$ cat src/rtl/enigma_pkg.sv
`default_nettype none
// ============================================================================
// enigma_pkg
// Shared letter types, stepper states and modular letter arithmetic.
// Rev 1.0
// ============================================================================
package enigma_pkg;

  localparam int ALPHABET_LEN = 26;
  localparam int PORTLEN      = 5;

  typedef logic [PORTLEN-1:0] letter_t;
  typedef logic [PORTLEN:0]   letter_wide_t;

  localparam letter_wide_t c_alen_wide = letter_wide_t'(ALPHABET_LEN);

  typedef enum logic [1:0] {
    IDLE    = 2'd0,
    STEP    = 2'd1,
    PRESENT = 2'd2
  } stepper_state_t;

  // Operands are assumed already reduced, so one conditional subtract suffices.
  function automatic letter_t mod_add(input letter_t a, input letter_t b);
    letter_wide_t sum;
    sum = {1'b0, a} + {1'b0, b};
    if (sum >= c_alen_wide) begin
      sum = sum - c_alen_wide;
    end
    return sum[PORTLEN-1:0];
  endfunction

  function automatic logic is_legal(input letter_t v);
    return ({1'b0, v} < c_alen_wide);
  endfunction

endpackage
`default_nettype wire

$ cat src/rtl/rotor_position_counter.sv
`default_nettype none
// ============================================================================
// rotor_position_counter
// Mod-ALPHABET_LEN rotor position with load/step controls and a notch flag.
// Rev 1.0
// ============================================================================
module rotor_position_counter
  import enigma_pkg::*;
#(
  parameter letter_t NOTCH = '0,
  parameter letter_t INIT  = '0
) (
  input  logic    clk,
  input  logic    rst_n,
  input  logic    step_i,
  input  logic    load_i,
  input  letter_t load_val_i,
  output letter_t pos_o,
  output logic    at_notch_o
);

  letter_t pos_q;
  letter_t pos_d;

  always_comb begin
    pos_d = pos_q;
    if (load_i) begin
      pos_d = load_val_i;
    end else if (step_i) begin
      pos_d = mod_add(pos_q, letter_t'(1));
    end
  end

  always_ff @(posedge clk) begin
    if (!rst_n) begin
      pos_q <= INIT;
    end else begin
      pos_q <= pos_d;
    end
  end

  assign pos_o      = pos_q;
  assign at_notch_o = (pos_q == NOTCH);

endmodule
`default_nettype wire

$ cat src/rtl/rotor_stepper.sv
`default_nettype none
// ============================================================================
// rotor_stepper
// Steps three rotors odometer-style (with double step) and presents the offset letter.
// Rev 1.0
// ============================================================================
module rotor_stepper #(
  parameter int ALPHABET_LEN = 26,
  parameter int PORTLEN      = 5,
  parameter int NOTCH_R0     = 21,
  parameter int NOTCH_R1     = 4,
  parameter int INIT_R0      = 0,
  parameter int INIT_R1      = 0,
  parameter int INIT_R2      = 0
) (
  input  logic                 clk,
  input  logic                 rst_n,
  input  logic                 key_valid,
  input  logic [PORTLEN-1:0]   key_letter,
  output logic                 key_ready,
  input  logic                 load_en,
  input  logic [3*PORTLEN-1:0] load_pos,
  output logic                 out_valid,
  input  logic                 out_ready,
  output logic [PORTLEN-1:0]   input_letter,
  output logic                 re_cs_n,
  output logic [3*PORTLEN-1:0] pos_o,
  output logic                 error
);

  import enigma_pkg::*;

  if (PORTLEN != $clog2(ALPHABET_LEN)) begin : g_portlen_check
    $error("rotor_stepper: PORTLEN must equal clog2(ALPHABET_LEN)");
  end

  stepper_state_t state_q;
  letter_t        letter_q;
  letter_t        input_letter_q;
  logic           out_valid_q;
  logic           re_cs_n_q;
  logic           error_q;

  letter_t w_pos0, w_pos1, w_pos2;
  letter_t w_pos0_next;
  letter_t w_ld0, w_ld1, w_ld2;
  logic    w_notch0, w_notch1, w_r2_notch_unused;
  logic    w_load_go, w_load_bad, w_step;

  assign w_ld0 = load_pos[PORTLEN-1:0];
  assign w_ld1 = load_pos[2*PORTLEN-1:PORTLEN];
  assign w_ld2 = load_pos[3*PORTLEN-1:2*PORTLEN];

  assign w_load_go  = (state_q == IDLE) && load_en;
  assign w_load_bad = !is_legal(w_ld0) || !is_legal(w_ld1) || !is_legal(w_ld2);
  assign w_step     = (state_q == STEP);
  assign w_pos0_next = mod_add(w_pos0, letter_t'(1));

  // Middle rotor also steps when it sits on its own notch: the double step.
  rotor_position_counter #(.NOTCH(letter_t'(NOTCH_R0)), .INIT(letter_t'(INIT_R0))) u_r0 (
    .clk        (clk),
    .rst_n      (rst_n),
    .step_i     (w_step),
    .load_i     (w_load_go),
    .load_val_i (is_legal(w_ld0) ? w_ld0 : letter_t'(0)),
    .pos_o      (w_pos0),
    .at_notch_o (w_notch0)
  );

  rotor_position_counter #(.NOTCH(letter_t'(NOTCH_R1)), .INIT(letter_t'(INIT_R1))) u_r1 (
    .clk        (clk),
    .rst_n      (rst_n),
    .step_i     (w_step && (w_notch0 || w_notch1)),
    .load_i     (w_load_go),
    .load_val_i (is_legal(w_ld1) ? w_ld1 : letter_t'(0)),
    .pos_o      (w_pos1),
    .at_notch_o (w_notch1)
  );

  rotor_position_counter #(.NOTCH(letter_t'(0)), .INIT(letter_t'(INIT_R2))) u_r2 (
    .clk        (clk),
    .rst_n      (rst_n),
    .step_i     (w_step && w_notch1),
    .load_i     (w_load_go),
    .load_val_i (is_legal(w_ld2) ? w_ld2 : letter_t'(0)),
    .pos_o      (w_pos2),
    .at_notch_o (w_r2_notch_unused)
  );

  always_ff @(posedge clk) begin
    if (!rst_n) begin
      state_q        <= IDLE;
      letter_q       <= '0;
      input_letter_q <= '0;
      out_valid_q    <= 1'b0;
      re_cs_n_q      <= 1'b1;
      error_q        <= 1'b0;
    end else begin
      error_q <= 1'b0;
      unique case (state_q)
        IDLE: begin
          if (load_en) begin
            error_q <= w_load_bad;
          end else if (key_valid) begin
            if (is_legal(key_letter)) begin
              letter_q <= key_letter;
              state_q  <= STEP;
            end else begin
              error_q <= 1'b1;
            end
          end
        end
        // Counters step on this same edge, so offset by the post-step r0.
        STEP: begin
          input_letter_q <= mod_add(letter_q, w_pos0_next);
          out_valid_q    <= 1'b1;
          re_cs_n_q      <= 1'b0;
          state_q        <= PRESENT;
        end
        PRESENT: begin
          if (out_ready) begin
            out_valid_q <= 1'b0;
            re_cs_n_q   <= 1'b1;
            state_q     <= IDLE;
          end
        end
        default: state_q <= IDLE;
      endcase
    end
  end

  assign key_ready    = rst_n && (state_q == IDLE) && !load_en;
  assign out_valid    = out_valid_q;
  assign re_cs_n      = re_cs_n_q;
  assign input_letter = input_letter_q;
  assign error        = error_q;
  assign pos_o        = {w_pos2, w_pos1, w_pos0};

endmodule
`default_nettype wire

$ cat config.mk
export PLATFORM = sky130hd
export DESIGN_NAME = rotor_stepper
export DESIGN_NICKNAME = d
export VERILOG_FILES = /design/src/rtl/enigma_pkg.sv /design/src/rtl/rotor_position_counter.sv /design/src/rtl/rotor_stepper.sv
export SDC_FILE = /design/constraint.sdc
export NUM_CORES = 1
export LEC_CHECK = 0
export CAP_MARGIN = 20
export CELL_PAD_IN_SITES_DETAIL_PLACEMENT = 0
export CELL_PAD_IN_SITES_GLOBAL_PLACEMENT = 2
export CORE_MARGIN = 1
export CORE_UTILIZATION = 27
export CTS_CLUSTER_SIZE = 12
export DETAILED_ROUTE_END_ITERATION = 8
export GPL_TIMING_DRIVEN = 0
export PLACE_DENSITY_LB_ADDON = 0.3
export SLEW_MARGIN = 40
export SYNTH_ARGS = -nofsm -noshare
export SYNTH_HDL_FRONTEND = slang
export SYNTH_SLANG_ARGS = --single-unit
export TNS_END_PERCENT = 50
$ cat constraint.sdc
create_clock -name clk -period 3.2 [get_ports clk]
set_clock_uncertainty 0.15 [all_clocks]
set_input_delay 0.48 -clock clk [delete_from_list [all_inputs] [get_ports clk]]
set_output_delay 0.48 -clock clk [all_outputs]
set_load 0.005 [all_outputs]
==> results.txt <==
----------------------------------------------------
[Pwr]
  Peak supply drop ... ~170 uV
  Total power ... 1270 uW
  Leakage ... 0.00134 uW
  Ratio of total power to cell area ... 360 nW/um^2

[Clock network]
  Worst-case clock buffer depth ... 2
  Clock-pin transition on the worst setup and hold timing paths ... 0.07 ns
  CTS tree ... yes
  CTS sink cnt ... 30
  Clock buffers created by TritonCTS ... 5
  Hold-fix buffers at CTS ... 0
  Root cell of the clock tree ... sky130_fd_sc_hd__clkbuf_8
  Clock insertion delay at the later pin of the skew report ... 0.28 ns
  Htree depth ... 2

[Setup path]
  Startpoint kind of the worst setup timing path ... register
  CP top delay family ... compound AO/OA/AOI/OAI gates
  Endpoint required time on the critical path ... between 3 and 4 ns
  Critical Path Sink Type ... register
  Start point of the critical path ... u_r0.pos_o[1]
  Critical setup path kind ... reg2reg
  Crit path DAT ... 3.30 ns
  Cell-by-cell listing of the critical path ... inv_4, ha_4, nor3b_2, a2bb2oi_2, a31oi_2, xnor2_2, fa_2, nand2b_4, a21oi_4, xor2_2, a21boi_4, or3_1, a31oi_1
  CP peak stage delay ... 0.43 ns
  Crit path buf inv count ... 1
  Slowest stage cell on the critical path ... sky130_fd_sc_hd__fa_2
  Highest net fanout along the worst path ... 5
  Startpoint of the worst register-to-register path ... u_r0.pos_o[1]

[Final layout]
  Register cell area after layout ... 609 um^2
  Total non-filler cell area in the finished layout ... around 3500 um^2
  Count of fill cells added during filler insertion ... 925
  Top library cells by usage in the layout, fill and taps aside ... sky130_fd_sc_hd__clkdlybuf4s50_1 (48), sky130_fd_sc_hd__a21oi_1 (29), sky130_fd_sc_hd__dfxtp_1 (27)
  Footprint of the multi-input gates ... 1940 um^2
  Layout overhead on the synthesized area ... 43.9%
  Most common library cell in the layout ignoring fill and taps ... sky130_fd_sc_hd__clkdlybuf4s50_1
  Fraction of final layout cells with drive strength greater than 1 ... between 15 and 20%
  Number of antenna cells inserted ... 0
  Number of nets in the layout ... 429

[Yosys]
  Synthesis Warnings ... 0
  Synth async-reset ratio ... 0%
  Count of unique library cells instantiated by Yosys ... 64
  Top FF cell, synth ... sky130_fd_sc_hd__dfxtp_1
  FF+latch count, synth ... 30
  Mapped Nets ... 363
  Post-Syn Area ... 2450 um^2
  Post-synth top area share ... around 25%
  Post-synthesis cell type with the largest combined area ... sky130_fd_sc_hd__dfxtp_1
  Cells taking the most area after synthesis ... sky130_fd_sc_hd__dfxtp_1 (25%), sky130_fd_sc_hd__ha_1 (8.7%), sky130_fd_sc_hd__a21oi_1 (6.5%), sky130_fd_sc_hd__nor2_1 (4.4%), sky130_fd_sc_hd__nand2_1 (4.0%)
  Post-synth EDFFs ... 0
  Gate Count Post-Synth ... 320
  Avg Synthesized Cell Area ... approximately 7.7 um^2
  Portion of the post-synthesis area used by sequential elements ... 24.5%

[Drt]
  Wire length reported by the detailed router ... 7.75 mm
  ANT nets after route ... 0
  Number of design rule violations left after detail routing ... 0
  DR vias ... 2,594
  DR vias/cell ... 5.24
  Violation count after the first detailed-routing iteration ... 78
  Average wire per standard cell ... 15.7 um
  1st-pass router iterations ... 4

[Timing]
  Final total negative setup slack ... -0.0532 ns
  Transition at the pin with the smallest max-transition slack ... around 0.57 ns
  Number of setup violations in the final report ... 2
  Worst hold-check slack ... between 0.3 and 0.4 ns
  Slew Limit Fails ... 0
  Slew headroom ... between 60% and 70%
  Final hold violation count ... 0
  Setup repair after global routing missed its margin ... true
  Final period utilization ... 101%
  Maximum operating frequency ... 310 MHz
  Slack of the critical path ... -0.0290 ns
  Shortest period the worst path allows ... 3.23 ns

[Global route]
  Maximum number of pins on one net before global-route repair ... 11
  Total GRT Usage ... approximately 17%
  Initial antenna violation count ... 0
  Wire length of the first global-routing pass ... 12.8 mm
  Final global-route overflow total ... 0
  Vias in the first global route ... 2,526

[Worst hold path]
  Min-Delay Path Class ... reg2reg
  Origin of the worst min-delay path ... re_cs_n

[Run status]
  Violated checks ... negative setup slack
  Result of the run ... finished with violations

[Floorplanning]
  Vert. Die Dim ... 97.3 um
  Starting utilization of the core area ... approximately 28%
  Die boundary width ... 97.3 um
  Floorplan core area ... between 8000 and 9000 um^2
  Floorplan die area ... ~9500 um^2
  I/O pin cnt ... just under 50
  Row Count ... 34

[Place]
  RePlAce Congestion ... 0.799
  Total cell area at the placement stage ... 3140 um^2
  Pre-CTS worst setup slack ... -0.429 ns
  DP HPWL ... approximately 5.6 mm
  Total of buffers placed on input and output ports ... 48

[Flow run]
  Number of max-capacitance violations reported ... 0

----------------------------------------------------
## sequential cells by signal, summed over array words and instances (netlist names)
name / flops
input_letter: 5
out_valid: 1
letter_q: 5
u_r2.pos_o: 5
re_cs_n: 1
u_r0.pos_o: 5
u_r1.pos_o: 5
error: 1
state_q: 2
## where the power goes
group | switching [uW] | internal (uW) | total [uW]
registers | 31.5 | 399 | 430
logic | 246 | 263 | 508
clock network | 158 | 174 | 331
total | 435 | 835 | 1270
## what timing repair did
item | 4_1_cts | 5_1_grt
gates resized for setup | 18 | 29
endpoints found under the setup margin | 4 | 4
pin swaps | 13 | 15
setup buffers | 11 | 5
## worst paths after layout
check                    endpoint  slack, ns  cells after the start
setup reg to reg  input_letter[2]      -0.03                     13
setup / recovery  input_letter[2]      -0.03                     13
hold / removal            re_cs_n       0.32                      1
hold reg to reg           re_cs_n       0.32                      1
## per-layer routing
layer	global-route usage, %	wire (um)
met2	27.2	3440
met5	0	0
met4	3.73	95
met3	2.59	274
met1	22.9	3940
## synth_stat cells (3+ instances only)
master,n
sky130_fd_sc_hd__nand2b_1,7
sky130_fd_sc_hd__a211oi_1,5
sky130_fd_sc_hd__a31oi_1,9
sky130_fd_sc_hd__o22ai_1,4
sky130_fd_sc_hd__xor2_1,5
sky130_fd_sc_hd__a21oi_1,32
sky130_fd_sc_hd__nor3_1,4
sky130_fd_sc_hd__o211a_1,3
sky130_fd_sc_hd__dfxtp_1,30
sky130_fd_sc_hd__nand2_1,26
sky130_fd_sc_hd__inv_1,16
sky130_fd_sc_hd__nor2_1,29
sky130_fd_sc_hd__clkbuf_1,13
sky130_fd_sc_hd__buf_2,4
sky130_fd_sc_hd__xnor2_1,10
sky130_fd_sc_hd__mux2i_1,5
sky130_fd_sc_hd__o211ai_1,4
sky130_fd_sc_hd__nand3_1,17
sky130_fd_sc_hd__o21ai_0,15
sky130_fd_sc_hd__a21o_1,3
sky130_fd_sc_hd__o21ai_1,3
sky130_fd_sc_hd__o311a_1,3
sky130_fd_sc_hd__ha_1,17
## layout make-up
class | instances | area share, %
plain buffers | 14 | 2.31
clock buffers | 7 | 2.45
clock inverters | 1 | 0.142
inverters | 17 | 1.88
multi-input cells | 254 | 54.9
flip-flops and latches | 30 | 17.3
well taps | 108 | 3.83
repair buffers | 64 | 17.2
## cell families after synthesis
family,after synthesis,synth area share [%]
AO/OA/AOI/OAI,108,29.6
XOR/XNOR,15,5.36
adder cells (fa/ha/maj),18,9.49
buffers and inverters,36,6.33
flip-flops,30,24.5
multiplexers,8,3.57
AND/OR/NAND/NOR,105,21.2
## per-stage QoR
step                util [%]  instances
floorplan                  -        320
global placement        35.8        476
detailed placement      35.8        476
CTS                     38.4        493
global route            40.2        495
finish                  40.2        495
(Power assumes the default switching activity.)
